## src/rtl/single_vector_gather_pkg.sv

```systemverilog
// Shared single-precision definitions for the vector datapath blocks.
// Elements are carried as raw IEEE-754 bit patterns; nothing here does arithmetic.
package single_vector_gather_pkg;

    typedef logic [31:0] float32_t;

    localparam float32_t FP32_ZERO = 32'h0000_0000;

endpackage : single_vector_gather_pkg

```

## src/rtl/single_vector_gather_if.sv

```systemverilog
// Element stream in, assembled vector out, for the serial-to-parallel gatherer.
//
// Stream semantics: there is no ready signal. Every cycle with in_valid = 1
// transfers `a` into the gatherer; in_last marks the final element of a vector
// and is meaningless while in_valid = 0. On the output side out_valid is a
// single-cycle pulse that marks a fresh vector_c/out_count; the consumer must
// take it on that cycle because vector_c is overwritten by the next completion.
interface single_vector_gather_if
    import single_vector_gather_pkg::*;
#(
    parameter int WIDTH = 10
);

    logic                           in_valid;
    logic                           in_last;
    float32_t                       a;

    logic                           out_valid;
    float32_t                       vector_c [WIDTH];
    logic [$clog2(WIDTH+1)-1:0]     out_count;

    // Producer side (scalar stream source, result sink).
    modport master (
        output in_valid,
        output in_last,
        output a,
        input  out_valid,
        input  vector_c,
        input  out_count
    );

    // Gatherer side.
    modport slave (
        input  in_valid,
        input  in_last,
        input  a,
        output out_valid,
        output vector_c,
        output out_count
    );

endinterface : single_vector_gather_if

```

## src/rtl/single_vector_gather.sv

```systemverilog
// Serial-to-parallel gatherer: packs one fp32 element per cycle into a
// WIDTH-element vector, zero-pads short vectors and pulses out_valid once per
// completed vector. Zero bubble between vectors; feeds the summation tree.
module single_vector_gather
    import single_vector_gather_pkg::*;
#(
    parameter int WIDTH = 10
) (
    input  logic                  clk,
    input  logic                  rstn,
    single_vector_gather_if.slave bus
);

    localparam int IDX_W = $clog2(WIDTH);
    localparam int CNT_W = $clog2(WIDTH+1);

    logic [IDX_W-1:0] idx;
    float32_t         buf_q     [WIDTH];
    float32_t         slot_next [WIDTH];
    float32_t         vec_q     [WIDTH];
    logic [CNT_W-1:0] count_q;
    logic             valid_q;
    logic             complete;

    // A vector closes on an accepted element that is flagged last or fills the final slot.
    assign complete = bus.in_valid && (bus.in_last || (idx == IDX_W'(WIDTH-1)));

    // Write index: advances per accepted element, returns to slot 0 on completion.
    always_ff @(posedge clk or negedge rstn) begin
        if (!rstn) begin
            idx <= '0;
        end else if (bus.in_valid) begin
            if (complete) begin
                idx <= '0;
            end else begin
                idx <= idx + IDX_W'(1);
            end
        end
    end

    // Collection buffer: never cleared, stale slots are masked at completion.
    always_ff @(posedge clk) begin
        if (bus.in_valid) begin
            for (int k = 0; k < WIDTH; k++) begin
                if (idx == IDX_W'(k)) begin
                    buf_q[k] <= bus.a;
                end
            end
        end
    end

    // Per-slot mask: earlier slots from the buffer, the current slot straight
    // from the input (it has not reached the buffer yet), later slots padded.
    for (genvar k = 0; k < WIDTH; k++) begin : g_slot
        assign slot_next[k] = (IDX_W'(k) < idx)  ? buf_q[k] :
                              (IDX_W'(k) == idx) ? bus.a    :
                                                   FP32_ZERO;
    end

    // Output registers: vector and count hold until the next completion, valid pulses.
    always_ff @(posedge clk or negedge rstn) begin
        if (!rstn) begin
            valid_q <= 1'b0;
            count_q <= '0;
            for (int k = 0; k < WIDTH; k++) begin
                vec_q[k] <= FP32_ZERO;
            end
        end else begin
            valid_q <= complete;
            if (complete) begin
                count_q <= CNT_W'(idx) + CNT_W'(1);
                for (int k = 0; k < WIDTH; k++) begin
                    vec_q[k] <= slot_next[k];
                end
            end
        end
    end

    assign bus.out_valid = valid_q;
    assign bus.out_count = count_q;
    assign bus.vector_c  = vec_q;

endmodule : single_vector_gather

```

## src/flat_wrapper.sv

```systemverilog
// flat-port wrapper written by rule: the top's interface ports become plain ports
module single_vector_gather_flat import single_vector_gather_pkg::*;
#(
    parameter int WIDTH = 10
)
  (clk, rstn, bus_in_valid, bus_in_last, bus_a, bus_out_valid, bus_vector_c, bus_out_count);
  single_vector_gather_if #(.WIDTH(WIDTH)) bus_i ();
  input  logic clk;
  input  logic rstn;
  input wire logic [$bits(bus_i.in_valid)-1:0] bus_in_valid;
  input wire logic [$bits(bus_i.in_last)-1:0] bus_in_last;
  input wire logic [$bits(bus_i.a)-1:0] bus_a;
  output wire logic [$bits(bus_i.out_valid)-1:0] bus_out_valid;
  output wire logic [$bits(bus_i.vector_c)-1:0] bus_vector_c;
  output wire logic [$bits(bus_i.out_count)-1:0] bus_out_count;
  assign bus_i.in_valid = bus_in_valid;
  assign bus_i.in_last = bus_in_last;
  assign bus_i.a = bus_a;
  assign bus_out_valid = bus_i.out_valid;
  assign bus_vector_c = {>>{bus_i.vector_c}};
  assign bus_out_count = bus_i.out_count;
  single_vector_gather #(.WIDTH(WIDTH)) u_core (.clk(clk), .rstn(rstn), .bus(bus_i));
endmodule
```

## config.mk

```make
export PLATFORM = sky130hd
export DESIGN_NAME = single_vector_gather_flat
export DESIGN_NICKNAME = d
export VERILOG_FILES = /design/src/rtl/single_vector_gather_pkg.sv /design/src/rtl/single_vector_gather_if.sv /design/src/rtl/single_vector_gather.sv /design/src/flat_wrapper.sv
export SDC_FILE = /design/constraint.sdc
export NUM_CORES = 1
export LEC_CHECK = 0
export ABC_CLOCK_PERIOD_IN_PS = 3900
export BUFFER_PORTS_ARGS = -buffer_cell sky130_fd_sc_hd__buf_4
export CORE_UTILIZATION = 35
export CTS_CLUSTER_DIAMETER = 150
export DETAILED_ROUTE_END_ITERATION = 16
export PLACE_DENSITY = 0.6
export SKIP_LAST_GASP = 1
export SYNTH_ARGS = -nofsm -noshare
export SYNTH_HDL_FRONTEND = slang
export SYNTH_SLANG_ARGS = --single-unit
```

## constraint.sdc

```tcl
create_clock -name clk -period 3.9 [get_ports clk]
set_input_delay 0.195 -clock clk [delete_from_list [all_inputs] [get_ports clk]]
set_output_delay 0.195 -clock clk [all_outputs]
set_load 0.02 [all_outputs]
```

# Word-level counts from Yosys, hierarchy flattened
# Memories as Yosys holds them, arrays and structs flattened. A register that Yosys moved wholly into a read port is not among the register bits.
# Index checks and enable logic that the tools add are counted.
totals:
  register_bits: 297
  ramBits: 320
  output_inout_bits: 325
  memories: 1
mem_list:
  columns: ["memory", "depth", "width", "rd", "rd_clocked_by_memory_dff", "write_ports", "line_no", "text"]
  rows:
  - ["u_core.buf_q", 10, 32, 10, 1, 1, "single_vector_gather.sv:18", "float32_t buf_q [WIDTH];"]
op_classes:
  n_addsub: 1
  magnitude_cmp: 9
  n_eq_ne: 18
  mux: 76
  n_reduce_logical: 13
op_table:
  columns: ["cell", "count"]
  rows:
  - ["$mux 32", 27]
  - ["$reduce_or 32->1", 9]
  - ["$mux 4", 10]
  - ["$mux 1", 39]
  - ["$eq 3x4->1 const A", 4]
  - ["$eq 4x3->1 const B", 4]
  - ["$lt 3x4->1 const A", 4]
  - ["$eq 2x4->1 const A", 2]
  - ["$eq 4x2->1 const B", 2]
  - ["$eq 4x4->1 const A", 2]
  - ["$eq 4x4->1 const B", 2]
  - ["$lt 2x4->1 const A", 2]
  - ["$lt 4x4->1 const A", 2]
  - ["$add 4x1->4 const B", 1]
  - ["$eq 1x4->1 const A", 1]
  - ["$eq 4x1->1 const B", 1]
  - ["$logic_not 4->1", 1]
  - ["$lt 1x4->1 const A", 1]
  - ["$logic_and 1x1->1", 1]
  - ["$logic_not 1->1", 1]
  - ["$logic_or 1x1->1", 1]

# Logic depth before layout (Yosys ltp)
depth:
  depth_word: 14
  ltp_mapped: 8
  mapped_depth_nobuf: 5

# Worst setup path before layout
# OpenSTA, ideal clock, no wires.
synth_timing:
  path_type: "flip-flop to flip-flop"
  startpoint: "register u_core.idx[3]"
  endpoint: "memory u_core.buf_q[8][0] (netlist name) (enable)"
  setup_time_ns: 0.461
  arrival_ns: 3.405
  t_required_ns: 3.439
  slack_ns: 0.034
  stages_incl_launch_ff: 6
  path_buffers: 3
  cell_sequence: "dfrtp_1 -> buf_2 -> clkbuf_1 -> buf_2 -> inv_1 -> nor3_1"
synth_via:
  elab_chain_len: 14
  elab_cells_between_ends: 67
  classes_between: "eq/ne: 9; mux: 48; reduce/logical: 10"
synth_rtl:
  columns: ["item", "line_no", "text"]
  rows:
  - ["start: declaration", "single_vector_gather.sv:17", "logic [IDX_W-1:0] idx;"]
  - ["start signal: assignment", "single_vector_gather.sv:36", "idx <= idx + IDX_W'(1);"]
  - ["$eq 4x1->1", "single_vector_gather.sv:45", "if (idx == IDX_W'(k)) begin"]
  - ["$mux 1", "single_vector_gather.sv:45", null]
  - ["$mux 1", "single_vector_gather.sv:43", "if (bus.in_valid) begin"]
  - ["$mux 1 (implied by the code)", "single_vector_gather.sv:46", "buf_q[k] <= bus.a;"]
  - ["$reduce_or 32->1 (no source line)", null, null]
  - ["$mux 4 (no source line) / $mux 1 (equally long branches) (9 in series)", null, null]
  - ["end: declaration", "single_vector_gather.sv:18", null]
# Several ways; a longest one is shown, not always the timed one.

# Worst setup path in the final report
layout_timing:
  startpoint: "register u_core.idx[1]"
  endpoint: "register u_core.vec_q, in the netlist u_core.bus.vector_c[124]"
layout_via:
  elab_chain_len: 3
  elab_cells_between_ends: 7
  classes_between: "order compare: 1; eq/ne: 2; mux: 2; reduce/logical: 2"
layout_rtl:
  columns: ["item", "line_no", "text"]
  rows:
  - ["branches (longest 3 deep; another with $lt 3x4->1)", null, null]
  - ["end signal: indexed assignment", "single_vector_gather.sv:73", "vec_q[k] <= slot_next[k];"]
  - ["end: declaration", "single_vector_gather.sv:20", "float32_t vec_q [WIDTH];"]
# Several ways; the timed one is not identified.
# A chain may end at the register's enable or synchronous reset.

==> results.md <==
### Route
- drt first-iter violations: 1137
- number of nets with antenna violations after detailed routing: 0
- first-pass iteration count of the detailed router: 4
- drt wl/cell: 24.51 um
- wire length on met2: 36.32 mm
- highest signal layer in the routed design: met4
- Detailed Route WL: 76.31 mm
- detailed-route wire length on metal 1: 33.00 mm
- total DRC errors in the routed layout: 0
- via count: 15990
- routed vias/inst: 5.136
- met3 WL: 4.589 mm

### Synth
- dominant synthesized flop cell: dfrtp_1
- post-synthesis instance area: 26310 um^2
- post-synthesis sequential element count: 649
- ys async rst share: 50.69%
- synth warn: 0
- Post-Synthesis Cells: 1734
- Syn Nets: 1774
- Mean Syn Cell Area: 15.18 um^2
- number of enable flip-flop cells after synthesis: 288
- Synth cell types: 40
- Seq/Total Area, Yosys: 66.59%

### Clocking
- CTS tree: yes
- clock edge transition at the registers on the reported setup and hold paths: 60 ps
- clk buf depth: 3
- depth of the CTS H-tree: 3
- clock root buffer: clkbuf_16
- PostCTS Resize Cnt: 0
- total clock sinks: 649
- insertion delay to the later sink of the worst-skew pair: 630 ps
- number of buffers inserted for hold repair after clock tree synthesis: 36
- cts bufs inserted: 74
- post-CTS repair timing setup buffer count: 0

### Timing
- setup repair after global routing missed its margin: false
- Max Clk Rate: 335.7 MHz
- shortest period the worst path allows: 2979 ps
- Final Cycle Share: 76.39%
- number of endpoints with negative hold slack in the final report: 0
- Setup Viol. Count Final: 0
- final count of pins violating max slew: 0
- worst-margin pin slew: 1200 ps
- Clock Skew: 23.40 ps
- max_slew headroom: 20.00%
- Sum Neg Setup Slack: 0 ps

### Power and ir drop
- part of the total power dissipated in the clock network: 33.5%
- share of total power consumed by net switching: 30.72%
- cell leakage power: 14.48 nW
- part of the total power dissipated in sequential elements: 41.9%
- Psw: 0.006475 W
- Int Pwr: 0.01460 W
- combinational share of power: 24.6%
- Power Density: 643.5 nW/um^2
- Max rail drop VDD: 395.7 uV

### Finish
- Final Instance Count excl. Fillers: 3113
- Final nets: 2122
- area grow syn2layout: 24.47%
- layout cells sized above 1: 33.77%
- most common cell after layout, fill and taps aside: buf_4
- most used cells in the layout excluding fill and tap cells: 390 x buf_4, 327 x dfrtp_1, 288 x edfxtp_1
- fill count: 6620
- count of inserted antenna diode cells: 0

### Critical path
- r2r startpoint: u_core.idx[1]
- arrival time at the worst endpoint: 3520 ps
- maximum fanout count along the critical path: 32
- Crit Path Class: flop to flop
- destination of the worst register-to-register timing path: u_core.bus.vector_c[124]
- Setup crit end kind: flop
- type of origin of the critical path: flop
- setup slack on the worst flop-to-flop path: 920 ps
- cell count of the worst reg-to-reg path: 5
- Required @ worst endpoint: 4440 ps

### Die
- chip height: 276.2 um
- effective utilization at floorplan: 35.35%
- die width: 276.2 um
- Core Area: 74450 um^2
- total die area: 76280 um^2
- number of ports placed on the die boundary: 361
- FP Rows: 100

### Job
- total of max-cap violations: 0

### Global routing
- number of global-route vias before repair: 16570
- number of antenna violations at the first check in global routing: 1
- maximum number of pins on one net before global-route repair: 92
- wire length of the first global-routing pass: 113.3 mm
- total global routing overflow: 0
- overall routing resource usage: 19.93%

### Min path
- Hold WC Path Type: input port to async pin

### Place
- routability cong.: 0.7431
- placed cells: 2939
- total of buffers placed on input and output ports: 360
- Detailed Place HPWL: 46.41 mm

### Status
- status: complete, no violations

[layer usage]
| metal | global-route usage, % | vias to the layer above |
|---|---|---|
| met5 | 0 | - |
| met4 | 7.334 | 0 |
| met3 | 4.479 | 101 |
| met2 | 32.08 | 466 |
| met1 | 26.33 | 8311 |
| li1 | - | 7110 |
[power groups by stage]
| stage | Sequential (W) | Combinational, W | Clock (W) |
|---|---|---|---|
| 4_1_cts | 0.00884 | 0.00526 | 0.00721 |
| 6_report | 0.00883 | 0.00518 | 0.00707 |
| 2_1_floorplan | 0.00981 | 0.00186 | 0 |
| 3_5_place_dp | 0.00896 | 0.00522 | 0 |
| 5_1_grt | 0.00896 | 0.00549 | 0.00747 |
| 3_3_place_gp | 0.00892 | 0.00513 | 0 |
[logic make-up (layout without fill, tap and decap cells)]
group / count (synthesis) / after routing / share of synthesized area (%)
buf+inv: 201 / 611 / 3.989
fa+ha+maj: 4 / 4 / 0.1902
flops: 649 / 649 / 66.59
xor+xnor: 2 / 2 / 0.06658
simple gates: 127 / 127 / 2.125
compound gates: 331 / 331 / 8.972
mux: 420 / 420 / 18.07
[cell usage after synthesis, types with 4 or more instances]
cell	number	area [um^2]
o31ai_1	32	240.2
buf_12	4	80.08
clkbuf_1	77	289.0
mux2_2	156	1757
nand2_1	102	382.9
buf_1	32	120.1
nor4bb_1	4	40.04
mux2i_1	64	640.6
ha_1	4	50.05
dfrtp_1	329	8233
and2_1	4	25.02
o21ai_1	7	35.03
mux2_4	28	420.4
a22o_1	160	1401
o21ai_0	124	620.6
buf_6	24	270.3
nor2_1	4	15.01
mux2_1	172	1937
inv_1	36	135.1
edfxtp_1	288	8648
buf_2	25	125.1
dfxtp_1	32	640.6
[layout make-up]
class	instances	area, um^2	share of cell area (%)
Tap cell	969	1212	3.702
Inverter	36	135.1	0.4126
Sequential cell	649	17530	53.52
Clock buffer	107	2097	6.402
Timing Repair Buffer	437	3503	10.70
Multi-Input combinational cell	884	7874	24.04
Clock inverter	31	402.9	1.230
[state kept, by name, summed over array words and instances, names as in the netlist]
register	flops
u_core.buf_q	320
u_core.bus.out_count	4
u_core.bus.out_valid	1
u_core.bus.vector_c	320
u_core.idx	4
[critical path, stage by stage, from the launching register on]
cell and delay, ps:
dfrtp_1 700, ha_2 600, buf_4 330, a21o_2 830, a22o_1 270, mux2_2 140
[through the flow]
stage               total power, W  instance area [um^2]  setup WS, ps  utilization [%]  hold slack, ps
floorplan                  0.01167                 26310         34.12                -          -100.6
global placement           0.01405                 29890         984.4            40.15           300.0
detailed placement         0.01418                 29890         904.2            40.15           318.5
CTS                        0.02131                 32750         915.5            44.00           248.0
global route               0.02192                 32750         744.2            44.00           250.1
finish                     0.02108                 32750         920.7            44.00           156.7
[worst max-delay path by stage]
stage	slack (ps)	end	from
2_1_floorplan	30	u_core.buf_q[8][0]	u_core.idx[3]
4_1_cts	920	u_core.bus.vector_c[115]	u_core.idx[1]
6_report	920	u_core.bus.vector_c[124]	u_core.idx[1]
3_3_place_gp	980	u_core.bus.vector_c[126]	u_core.idx[1]
5_1_grt	740	u_core.bus.vector_c[103]	u_core.idx[1]
3_5_place_dp	900	u_core.bus.vector_c[109]	u_core.idx[1]
No activity file was read; power rests on OpenSTA's default activity.
